$ cat config.mk
export PLATFORM = sky130hd
export DESIGN_NAME = mem_request_arbiter
export DESIGN_NICKNAME = d
export VERILOG_FILES = /design/src/rtl/mem_request_arbiter.sv
export SDC_FILE = /design/constraint.sdc
export NUM_CORES = 1
export LEC_CHECK = 0
export CAP_MARGIN = 20
export CORE_MARGIN = 2
export CORE_UTILIZATION = 38
export CTS_BUF_LIST = sky130_fd_sc_hd__clkbuf_16
export CTS_CLUSTER_SIZE = 8
export DETAILED_ROUTE_END_ITERATION = 8
export GPL_TIMING_DRIVEN = 0
export PLACE_DENSITY_LB_ADDON = 0.12
export SLEW_MARGIN = 15
export SYNTH_ARGS = -nofsm -noshare
export SYNTH_HDL_FRONTEND = slang
export SYNTH_SLANG_ARGS = --single-unit
$ cat constraint.sdc
create_clock -name clk -period 4.5 [get_ports clk]
set_input_delay 1.125 -clock clk [delete_from_list [all_inputs] [get_ports clk]]
set_output_delay 1.125 -clock clk [all_outputs]
set_load 0.01 [all_outputs]
$ cat src/rtl/mem_request_arbiter.sv
// Round-robin arbiter that shares one memory controller (split rd/wr ports) between NREQ
// requesters; returned acks are steered back to their issuer through in-order tag FIFOs.

module mem_request_arbiter_tag_fifo #(
    parameter int W     = 2,
    parameter int DEPTH = 4
) (
    input  logic                     clk,
    input  logic                     rst_n,
    input  logic                     push,
    input  logic [W-1:0]             push_dat,
    input  logic                     pop,
    output logic [W-1:0]             head_dat,
    output logic [$clog2(DEPTH):0]   count
);
    localparam int PW = $clog2(DEPTH);

    logic [W-1:0]  mem [DEPTH];
    logic [PW-1:0] wr_ptr;
    logic [PW-1:0] rd_ptr;

    always_ff @(posedge clk or negedge rst_n) begin
        if (!rst_n) begin
            wr_ptr <= '0;
            rd_ptr <= '0;
            count  <= '0;
        end else begin
            if (push) wr_ptr <= wr_ptr + 1'b1;
            if (pop)  rd_ptr <= rd_ptr + 1'b1;
            case ({push, pop})
                2'b10:   count <= count + 1'b1;
                2'b01:   count <= count - 1'b1;
                default: count <= count;
            endcase
        end
    end

    // Payload array needs no reset; pointers/count define validity.
    always_ff @(posedge clk) begin
        if (push) mem[wr_ptr] <= push_dat;
    end

    assign head_dat = mem[rd_ptr];
endmodule

module mem_request_arbiter #(
    parameter int NREQ  = 4,
    parameter int AW    = 16,
    parameter int DW    = 16,
    parameter int DEPTH = 4
) (
    input  logic                 clk,
    input  logic                 rst_n,
    input  logic [NREQ-1:0]      req_valid,
    input  logic [NREQ-1:0]      req_write,
    input  logic [NREQ*AW-1:0]   req_address,
    input  logic [NREQ*DW-1:0]   req_data,
    output logic [NREQ-1:0]      req_ready,
    output logic [AW-1:0]        wr_address,
    output logic                 wr_en,
    output logic [DW-1:0]        wr_data,
    input  logic [AW-1:0]        wr_ret_address,
    input  logic                 wr_ret_ack,
    output logic [AW-1:0]        rd_address,
    output logic                 rd_en,
    input  logic [DW-1:0]        rd_ret_data,
    input  logic [AW-1:0]        rd_ret_address,
    input  logic                 rd_ret_ack,
    output logic [NREQ-1:0]      rd_resp_valid,
    output logic [AW-1:0]        rd_resp_address,
    output logic [DW-1:0]        rd_resp_data,
    output logic [NREQ-1:0]      wr_resp_valid,
    output logic [AW-1:0]        wr_resp_address,
    output logic                 err_spurious
);
    localparam int IW = $clog2(NREQ);
    localparam int CW = $clog2(DEPTH) + 1;

    // The RR pointers hold the next search start (last winner + 1), so after
    // reset requester 0 has first priority.
    logic [IW-1:0] rd_ptr, wr_ptr;
    logic [IW:0]   rd_pick, wr_pick;
    logic [IW-1:0] rd_win, wr_win;
    logic          rd_grant, wr_grant;
    logic [CW-1:0] rd_count, wr_count;
    logic [IW-1:0] rd_tag, wr_tag;
    logic          rd_pop, wr_pop;

    function automatic logic [IW:0] rr_pick(input logic [NREQ-1:0] cand,
                                            input logic [IW-1:0]   start);
        logic [IW:0] res;
        int          k;
        res = '0;
        // Walk backwards so the candidate closest to start overwrites the rest.
        for (int i = NREQ - 1; i >= 0; i--) begin
            k = (int'(start) + i) % NREQ;
            if (cand[k]) res = {1'b1, IW'(k)};
        end
        return res;
    endfunction

    function automatic logic [IW-1:0] next_idx(input logic [IW-1:0] idx);
        return (int'(idx) == NREQ - 1) ? '0 : idx + IW'(1);
    endfunction

    assign rd_pick  = rr_pick(req_valid & ~req_write, rd_ptr);
    assign wr_pick  = rr_pick(req_valid &  req_write, wr_ptr);
    assign rd_win   = rd_pick[IW-1:0];
    assign wr_win   = wr_pick[IW-1:0];
    assign rd_grant = rst_n && rd_pick[IW] && (rd_count < CW'(DEPTH));
    assign wr_grant = rst_n && wr_pick[IW] && (wr_count < CW'(DEPTH));

    assign req_ready = (rd_grant ? (NREQ'(1) << rd_win) : '0)
                     | (wr_grant ? (NREQ'(1) << wr_win) : '0);

    assign rd_pop = rd_ret_ack && (rd_count != '0);
    assign wr_pop = wr_ret_ack && (wr_count != '0);

    mem_request_arbiter_tag_fifo #(.W(IW), .DEPTH(DEPTH)) u_rd_tags (
        .clk      (clk),
        .rst_n    (rst_n),
        .push     (rd_grant),
        .push_dat (rd_win),
        .pop      (rd_pop),
        .head_dat (rd_tag),
        .count    (rd_count)
    );

    mem_request_arbiter_tag_fifo #(.W(IW), .DEPTH(DEPTH)) u_wr_tags (
        .clk      (clk),
        .rst_n    (rst_n),
        .push     (wr_grant),
        .push_dat (wr_win),
        .pop      (wr_pop),
        .head_dat (wr_tag),
        .count    (wr_count)
    );

    always_ff @(posedge clk or negedge rst_n) begin
        if (!rst_n) begin
            rd_ptr          <= '0;
            wr_ptr          <= '0;
            rd_en           <= 1'b0;
            wr_en           <= 1'b0;
            rd_address      <= '0;
            wr_address      <= '0;
            wr_data         <= '0;
            rd_resp_valid   <= '0;
            rd_resp_address <= '0;
            rd_resp_data    <= '0;
            wr_resp_valid   <= '0;
            wr_resp_address <= '0;
            err_spurious    <= 1'b0;
        end else begin
            rd_en <= rd_grant;
            wr_en <= wr_grant;
            if (rd_grant) begin
                rd_address <= req_address[rd_win*AW +: AW];
                rd_ptr     <= next_idx(rd_win);
            end
            if (wr_grant) begin
                wr_address <= req_address[wr_win*AW +: AW];
                wr_data    <= req_data[wr_win*DW +: DW];
                wr_ptr     <= next_idx(wr_win);
            end

            rd_resp_valid <= rd_pop ? (NREQ'(1) << rd_tag) : '0;
            if (rd_pop) begin
                rd_resp_address <= rd_ret_address;
                rd_resp_data    <= rd_ret_data;
            end
            wr_resp_valid <= wr_pop ? (NREQ'(1) << wr_tag) : '0;
            if (wr_pop) wr_resp_address <= wr_ret_address;

            if ((rd_ret_ack && !rd_pop) || (wr_ret_ack && !wr_pop))
                err_spurious <= 1'b1;
        end
    end
endmodule

* After elaboration in Yosys (flattened, before gate mapping)
Memories as Yosys holds them, arrays and structs flattened.
Cells that the tools add are included.
** Cells by class
- Add/sub/neg operators :: 16
- $lt $le $gt $ge :: 10
- Eq/ne operators :: 6
- Shift-type cells :: 7
- Mux-type cells :: 42
- Bitwise gates (word level) :: 10
- Reductions and logical operators :: 21
** Operator list (count)
- $shiftx 64x7->16 :: 3
- $lt 3x4->1 const B :: 6
- $mux 3 :: 8
- $mux 1 :: 18
- $add 2x1->2 const B :: 8
- $bmux 1 s2 :: 8
- $mux 4 :: 4
- $shl 1x2->4 const A :: 4
- $pmux 3 s2 :: 2
- $reduce_or 2->1 :: 6
- $add 2x2->2 const B :: 4
- $and 4x4->4 :: 2
- $eq 2x1->1 const B :: 4
- $logic_and 1x1->1 :: 8
- $add 3x1->3 const B :: 2
- $and 1x1->1 const A :: 6
- $lt 2x3->1 const B :: 2
- $lt 3x3->1 const B :: 2
- $reduce_bool 3->1 :: 2
- $sub 3x1->3 const B :: 2
- $eq 2x2->1 const B :: 2
- $mux 2 :: 2
- $not 4->4 :: 1
- $or 4x4->4 :: 1
- 3 further kinds :: 5
** Word-level totals
- Bits in registers :: 125
- Memory bits (writable) :: 16
- Input bits :: 188
- Output and inout bits :: 111
- Word-level logic and storage cells :: 133
- Memories kept :: 2
** Memories
- u_rd_tags.mem :: depth 4, width 2, read ports 1, clocked after Yosys merged registers in 0, wr ports 1, RTL line 18 : logic [W-1:0] mem [DEPTH];
- u_wr_tags.mem :: depth 4, width 2, read ports 1, clocked after Yosys merged registers in 0, wr ports 1, RTL line 18

* Longest topological paths before layout
Gate-level depths: netlist (run 1).
- Word-level depth :: 14
- Depth in mapped cells :: 11
- Gate-level depth less buffers :: 9

* Cells and area by module
From an unflattened synthesis (run 1), not the netlist that was laid out.
** Unflattened totals
- Cells, all modules :: 692
- Area total of the unflattened synthesis :: 7171.9 µm²
** Modules (own cells, without submodules)
- mem_request_arbiter :: instances 1, cells an instance 610, area an instance 5838.1 µm², sequential area each 2777.7 µm²
- mem_request_arbiter_tag_fifo :: instances 2, cells an instance 41, area an instance 666.9 µm², sequential area each 415.4 µm²

* Worst setup path before layout (run 1)
OpenSTA, ideal clock, no wires.
- Path type :: input to output
- From :: in req_valid[3]
- To :: out req_ready[0]
- Data arrival time :: 2.376 ns
- Required time :: 3.375 ns
- Slack :: 0.999 ns
- Cell stages on the path :: 7
- Path buffers :: 1
- Path through :: nor2b_1 -> a311oi_2 -> nor2_4 -> buf_6 -> inv_1 -> ha_1 -> a22o_1
** Between the ends
- Elaborated cells between the ends (all ways) :: 41
- Those cells by class :: shift: 2; mux: 32; bitwise: 3; reduce/logical: 4
** RTL lines
- start: declaration :: RTL line 54 : input logic [NREQ-1:0] req_valid,
- $and 4x4->4 * :: RTL line 106 : assign rd_pick = rr_pick(req_valid & ~req_write, rd_ptr);
- $bmux 1 s2 :: RTL line 97 : if (cand[k]) res = {1'b1, IW'(k)};
- $mux 1 (not written as such) (2 in a row) :: RTL line 97
- $mux 3 (3 in a row) :: RTL line 97
- $mux 3 * :: RTL line 97
- via rd_pick[1] :: RTL line 82 : logic [IW:0] rd_pick, wr_pick;
- $shl 1x2->4 * :: RTL line 113 : assign req_ready = (rd_grant ? (NREQ'(1) << rd_win) : '0)
- $mux 4 * :: RTL line 113
- $or 4x4->4 * :: RTL line 114 : | (wr_grant ? (NREQ'(1) << wr_win) : '0);
- end: declaration :: RTL line 58 : output logic [NREQ-1:0] req_ready,
The timed path passes the listed nets; every way through them passes the cells marked *. The select of a mux whose other input is x is not followed.

* Worst setup path in the final report (run 1)
- From :: in req_valid[1]
- To :: out req_ready[0]
** Between the ends
- Longest elaborated chain between the ends :: 12
- Elaborated cells between the ends (all ways) :: 41
- Those cells by class :: shift: 2; mux: 32; bitwise: 3; reduce/logical: 4
** RTL lines (RTL line)
- $and 4x4->4 (on tied branches) :: 106, 107
- $bmux 1 s2 :: 97
- $mux 1 (not written as such) (2 in a row) :: 97
- $mux 3 (4 in a row) :: 97
- $logic_and 1x1->1 (on tied branches) (2 in a row) :: 110, 111
- $mux 4 (on tied branches) :: 113, 114
- $or 4x4->4 * :: 114
Every way passes the cells marked *; elsewhere a longest branch is shown, timed or not. The select of a mux whose other input is x is not followed.

==> results.md, run 1 <==
* CTS tree: built
* First-pass GRT wire length at 34600 um
* DRT antenna net count at 0
* Die Height at 140 um
* Critical path data required time at 3.38 ns
* Vias in the first global route at 6498
* Least-Margin Pin Slew at 0.660 ns
* Initial antenna violation count at 0
* DRT Pass-1 Iters at 5
* Clock skew at 0.0108 ns
* Synthesized area at 0.00708 sq mm
* DRT Wirelength at 21800 um
* Post-synth top area share at 0.442
* I/O Pins at 299
* Leakage at 0.00508 uW
* DRC Markers at 0
* Hold Path Class: flip-flop to flip-flop
* Avg WL per Cell at 17.9 um
* EDFF count, synth at 16
* Syn Nets at 863
* Max-cap violations at 0
* Max Clk Rate at 229 MHz
* Initial Util at 0.390
* Layout filler cell count at 1551
* Max-slew violations at 0
* Critical path class: input pin to primary output
* Most common cell in the synthesized netlist: nand2_1
* Placer Congestion at 0.796
* Crit path DAT at 3.25 ns
* First DRT Iteration DRCs at 177
* Maximum buffer depth of the clock tree at 2
* Synth area leaders: dfrtp_1, mux2i_1, nand2_1
* Fin crit period at 4.37 ns
* Clk_lat worst skew at 0.42 ns
* Synth Instances at 655
* H-tree lvl count at 4
* Peak supply drop at 0.260 mV
* Syn-to-layout area delta at 55.2%
* Hold Vio Cnt, Final at 0
* Cell taking the most area after synthesis: dfrtp_1
* Final core occ at 0.605
* Layout cells sized above 1 at 0.0798
* Die area at 0.0197 sq mm
* Final Cycle Share at 0.972
* Post-synth top cells: nand2_1, dfrtp_1, mux2i_1, o221ai_1, ha_1
* Mapped Avg Cell Area at 10.8 sq um
* Top_reg_cell synth: dfrtp_1
* Ys async rst share at 0.887
* DIE WIDTH at 140 um
* Largest net degree at the start of global routing at 55
* Flops & latches, synth at 141
* Via/cell ratio at 5.01
* Power Density at 540 mW/mm^2
* Clk root buf: clkbuf_16
* Row cnt at 49
* CP Launch Type: input pin
* RSZ-0062 raised after global routing: no
* Yosys cell types at 50
* Pre-CTS setup slack at -0.345 ns
* Total CTS buffers at 17
* Rel. slew slack at 0.560
* Sequential share of the synthesized area at 0.510
* Ant. Diodes at 0
* Final setup violation count at 0
* Global Route Usage Sum at 0.227
* Number of port buffers at 298
* Fin nets at 1185
* CORE AREA at 0.0181 sq mm
* Via count at 6111
* Reg clk slew, reported paths at 0.06 ns
* Placed wire-length estimate at 16100 um
* Clk sink count at 141
* Final worst slack at 0.128 ns
* Yosys warnings at 0
* Post-CTS Hold Buffers at 0
* Register-to-register setup slack at 1.81 ns
* Status: finished clean
* Total gr overflow at 0
* Critical path endpoint category: primary output
* Crit-path max FO at 11
==> final timing paths <==
kind / startpoint / endpoint / depth (start not counted)
setup / recovery: req_valid[1] / req_ready[0] / 9
hold / removal: rd_resp_data[12]$_DFFE_PN0P_ / rd_resp_data[12]$_DFFE_PN0P_ / 2
setup reg to reg: u_wr_tags.count[2]$_DFFE_PN0P_ / u_wr_tags.count[2]$_DFFE_PN0P_ / 11
hold reg to reg: rd_resp_data[12]$_DFFE_PN0P_ / rd_resp_data[12]$_DFFE_PN0P_ / 2
max in group asynchronous: rst_n / u_wr_tags.count[0]$_DFFE_PN0P_ / 2
min in group asynchronous: rst_n / wr_resp_address[5]$_DFFE_PN0P_ / 1
==> state kept, by name (all words and copies together) (netlist names), 2 cells and up <==
signal / cells
rd_resp_data: 16
u_rd_tags.rd_ptr: 2
wr_ptr: 2
u_wr_tags.rd_ptr: 2
u_rd_tags.mem: 8
u_wr_tags.mem: 8
wr_resp_address: 16
rd_resp_address: 16
rd_address: 16
wr_address: 16
wr_resp_valid: 4
u_rd_tags.wr_ptr: 2
wr_data: 16
u_wr_tags.count: 3
u_wr_tags.wr_ptr: 2
rd_resp_valid: 4
u_rd_tags.count: 3
rd_ptr: 2
==> metal layers <==
metal  part of all wire  wire, um  track usage  vias up
li1                   -         -            -     2934
met1               0.40      8780        0.266     2900
met2               0.50     11000        0.393      252
met3              0.075      1640       0.0694       25
met4              0.020       430       0.0853        0
met5                  0         0            0        -
==> per-stage QoR <==
stage | total power, uW | std cells | hold slack (ns) | setup TNS [ns] | cell area (sq um)
2_1_floorplan | 3320 | 655 | 0.456 | 0 | 7080
3_3_place_gp | 4620 | 1182 | 0.457 | -700.77 | 10300
3_5_place_dp | 4670 | 1183 | 0.462 | -1.15 | 10400
4_1_cts | 6010 | 1219 | 0.477 | 0 | 11000
5_1_grt | 6320 | 1219 | 0.502 | 0 | 11000
6_report | 5930 | 1219 | 0.473 | 0 | 11000
==> worst max-delay path, cell delays in order <==
cell	delay (ns)
clkdlybuf4s50_1	0.51
nand2_1	0.13
o2111ai_1	0.23
o211ai_2	0.19
buf_12	0.20
buf_12	0.15
ha_1	0.18
a22o_1	0.21
dlygate4sd2_1	0.31
==> layout make-up <==
type,instances,area [sq um],area share
Clock buffer,18,450,0.0410
Inverter,19,71.3,0.00649
Tap cell,229,287,0.0261
Timing Repair Buffer,303,3060,0.278
Clock inverter,14,95.1,0.00866
Multi-Input combinational cell,459,3150,0.287
Sequential cell,141,3610,0.328
Buffer,36,265,0.0241
==> cells in the final DEF, fill, tap and decap left out, types with 5 or more instances in the layout <==
cell,instances
and2_1,8
buf_12,5
buf_2,9
clkbuf_1,13
clkbuf_16,18
clkdlybuf4s50_1,291
dfrtp_1,125
edfxtp_1,16
ha_1,17
inv_1,15
inv_2,5
mux2i_1,97
nand2_1,217
nor2_1,5
o221ai_1,48
xnor2_1,9
==> where the power goes <==
| part | leakage [uW] | internal (uW) | switching [uW] |
|---|---|---|---|
| clock | 0.000271 | 736 | 557 |
| combinational | 0.00312 | 1370 | 1200 |
| sequential | 0.00169 | 1770 | 299 |
==> kinds of logic after synthesis <==
kind of cell | Yosys count | synth area share
AO/OA/AOI/OAI | 68 | 0.0868
buffers and inverters | 55 | 0.0476
adder cells (fa/ha/maj) | 20 | 0.0375
AND/OR/NAND/NOR | 258 | 0.153
XOR/XNOR | 12 | 0.0149
flip-flops | 141 | 0.510
multiplexers | 101 | 0.150
==> timing repair <==
item	4_1_cts	5_1_grt
gates cloned	1	0
buffers inserted	3	0
pin swaps	2	0
endpoints found under the setup margin	4	3
gates resized for setup	10	4
Note: power is estimated with default switching activity, not from simulation.
==> run 2, diff against run 1 <==
--- a/config.mk
+++ b/config.mk
@@ -11,7 +11,6 @@
 export CTS_BUF_LIST = sky130_fd_sc_hd__clkbuf_16
 export CTS_CLUSTER_SIZE = 8
 export DETAILED_ROUTE_END_ITERATION = 8
-export GPL_TIMING_DRIVEN = 0
 export PLACE_DENSITY_LB_ADDON = 0.12
 export SLEW_MARGIN = 15
 export SYNTH_ARGS = -nofsm -noshare
==> run 2 against run 1 <==
Hold slack worse by 0.0022 ns. Clock power is 12% higher. Die area stayed put. Sequential cell count stayed put. First-iteration DRC count is 19% higher. Setup slack worse by 0.076 ns. Design area is 1.0% lower. Non-clock buffer count is 21 lower. Sequential share of layout area is 0.34 points higher. Highest routed layer unchanged. Total power is 0.93% higher. Utilization is 0.62 points lower.
==> results.md, run 2 (same netlist as run 1, synthesis figures left out) <==
* DIE WIDTH at 140 um (unchanged)
* Final Cycle Share at 0.989 (+0.0169)
* CP Launch Type: input pin
* Clock skew at 0.0107 ns (-0.000103 ns)
* Syn-to-layout area delta at 53.6%
* DRC Markers at 0 (unchanged)
* Clk_lat worst skew at 0.43 ns (about the same)
* Vias in the first global route at 6085 (-6.4%)
* Fin crit period at 4.45 ns (+0.0760 ns)
* RSZ-0062 raised after global routing: yes
* Setup TNS at 0 ns (unchanged)
* Total CTS buffers at 17 (unchanged)
* Placed cells at 1166 (-1.4%)
* Layout cells sized above 1 at 0.0764 (-0.00343)
* H-tree lvl count at 4 (unchanged)
* I/O Pins at 299 (unchanged)
* Avg WL per Cell at 16.8 um (-6.0%)
* Pre-CTS setup slack at 0.0137 ns (+0.359 ns)
* Total gr overflow at 0 (unchanged)
* Die area at 0.0197 sq mm (unchanged)
* Power Density at 551 mW/mm^2 (+2.0%)
* Final worst slack at 0.0516 ns (-0.0760 ns)
* Reg clk slew, reported paths at 0.06 ns (about the same)
* Fin nets at 1164 (-1.8%)
* Ant. Diodes at 0 (unchanged)
* Global Route Usage Sum at 0.208 (-0.0187)
* Initial Util at 0.390 (unchanged)
* First-pass GRT wire length at 32000 um (-7.3%)
* Status: finished clean
* Crit-path max FO at 5 (-6)
* Max Clk Rate at 225 MHz (-1.7%)
* Critical path class: input pin to primary output
* Max-slew violations at 0 (unchanged)
* Initial antenna violation count at 0 (unchanged)
* Via/cell ratio at 4.99 (-0.44%)
* Placed wire-length estimate at 14300 um (-11%)
* Finished Layout Cells at 1198 (-1.7%)
* Die Height at 140 um (unchanged)
* Maximum buffer depth of the clock tree at 2 (unchanged)
* Critical path data required time at 3.38 ns (about the same)
* Least-Margin Pin Slew at 0.875 ns (+0.215 ns)
* Max-cap violations at 0 (unchanged)
* Hold Vio Cnt, Final at 0 (unchanged)
* DRT antenna net count at 0 (unchanged)
* Hold Path Class: flip-flop to flip-flop
* Placed Area at 0.0103 sq mm (-1.2%)
* Number of port buffers at 298 (unchanged)
* Final setup violation count at 0 (unchanged)
* Placer Congestion at 0.776 (-2.5%)
* Post-CTS Hold Buffers at 0 (unchanged)
* Final instance area at 0.0109 sq mm (-1.0%)
* Clk root buf: clkbuf_16
* Row cnt at 49 (unchanged)
* Commonest cells after routing, fill and taps aside: clkdlybuf4s50_1, nand2_1, dfrtp_1
* Peak supply drop at 0.268 mV (+3.1%)
* DRT Wirelength at 20200 um (-7.6%)
* DRT Pass-1 Iters at 4 (-1)
* Commonest non-fill, non-tap cell in the layout: clkdlybuf4s50_1
* Layout filler cell count at 1575 (+1.5%)
* Leakage at 0.00507 uW (-0.21%)
* Rel. slew slack at 0.417 (-0.143)
* First DRT Iteration DRCs at 211 (+19%)
* Critical path endpoint category: primary output
* Via count at 5979 (-2.2%)
* Largest net degree at the start of global routing at 58 (+5.5%)
* Clk sink count at 141 (unchanged)
* Worst hold margin at 0.471 ns (-0.00223 ns)
* CTS tree: built
* Crit path DAT at 3.32 ns (+0.07 ns)
* CORE AREA at 0.0181 sq mm (unchanged)
run 2: worst max-delay path: stages:
cell	delay, ns
clkdlybuf4s50_1	0.51
nand2_1	0.12
o2111ai_1	0.32
o211ai_4	0.18
inv_2	0.13
ha_1	0.19
a22o_1	0.18
clkdlybuf4s50_1	0.58
run 2: final cells by class:
class / count / area [sq um] / area share
repair buffers: 318 / 3140 / 0.289
flip-flops and latches: 141 / 3610 / 0.332
clock inverters: 15 / 179 / 0.0165
inverters: 19 / 71.3 / 0.00656
well taps: 229 / 287 / 0.0264
multi-input cells: 459 / 3160 / 0.291
clock buffers: 17 / 425 / 0.0391
run 2: metal layers:
metal	vias to the layer above	wire length [um]	GRT usage
met1	2857	8370	0.253
met2	217	9830	0.344
met3	9	1820	0.0913
met5	-	0	0
li1	2896	-	-
met4	0	156	0.0468
run 2: per-stage QoR:
step                utilization  power (uW)
global placement          0.565        4570
floorplan                     -        3320
detailed placement        0.565        4600
CTS                       0.598        6070
global route              0.599        6400
finish                    0.599        5990
run 2: final timing paths:
check                      cells past startpoint  slack, ns                               to                             from
max reg2reg                                    9       2.05   u_wr_tags.count[2]$_DFFE_PN0P_   u_wr_tags.count[0]$_DFFE_PN0P_
min in group asynchronous                      1       0.51        rd_address[1]$_DFFE_PN0P_                            rst_n
max in group asynchronous                      3       2.54       wr_address[11]$_DFFE_PN0P_                            rst_n
min reg2reg                                    2       0.47  wr_resp_address[13]$_DFFE_PN0P_  wr_resp_address[13]$_DFFE_PN0P_
max                                            8       0.05                     req_ready[3]                     req_valid[1]
min                                            2       0.47  wr_resp_address[13]$_DFFE_PN0P_  wr_resp_address[13]$_DFFE_PN0P_
run 2: power breakdown:
group          internal, uW  switching (uW)  leakage [uW]  total (uW)
Sequential             1770             288       0.00169        2060
Combinational          1330            1160       0.00309        2480
Clock                   838             605      0.000291        1440
run 2: what timing repair did:
item | 4_1_cts | 5_1_grt
buffers inserted | 0 | 0
resized for setup | 1 | 5
setup endpoints to repair | 2 | 4
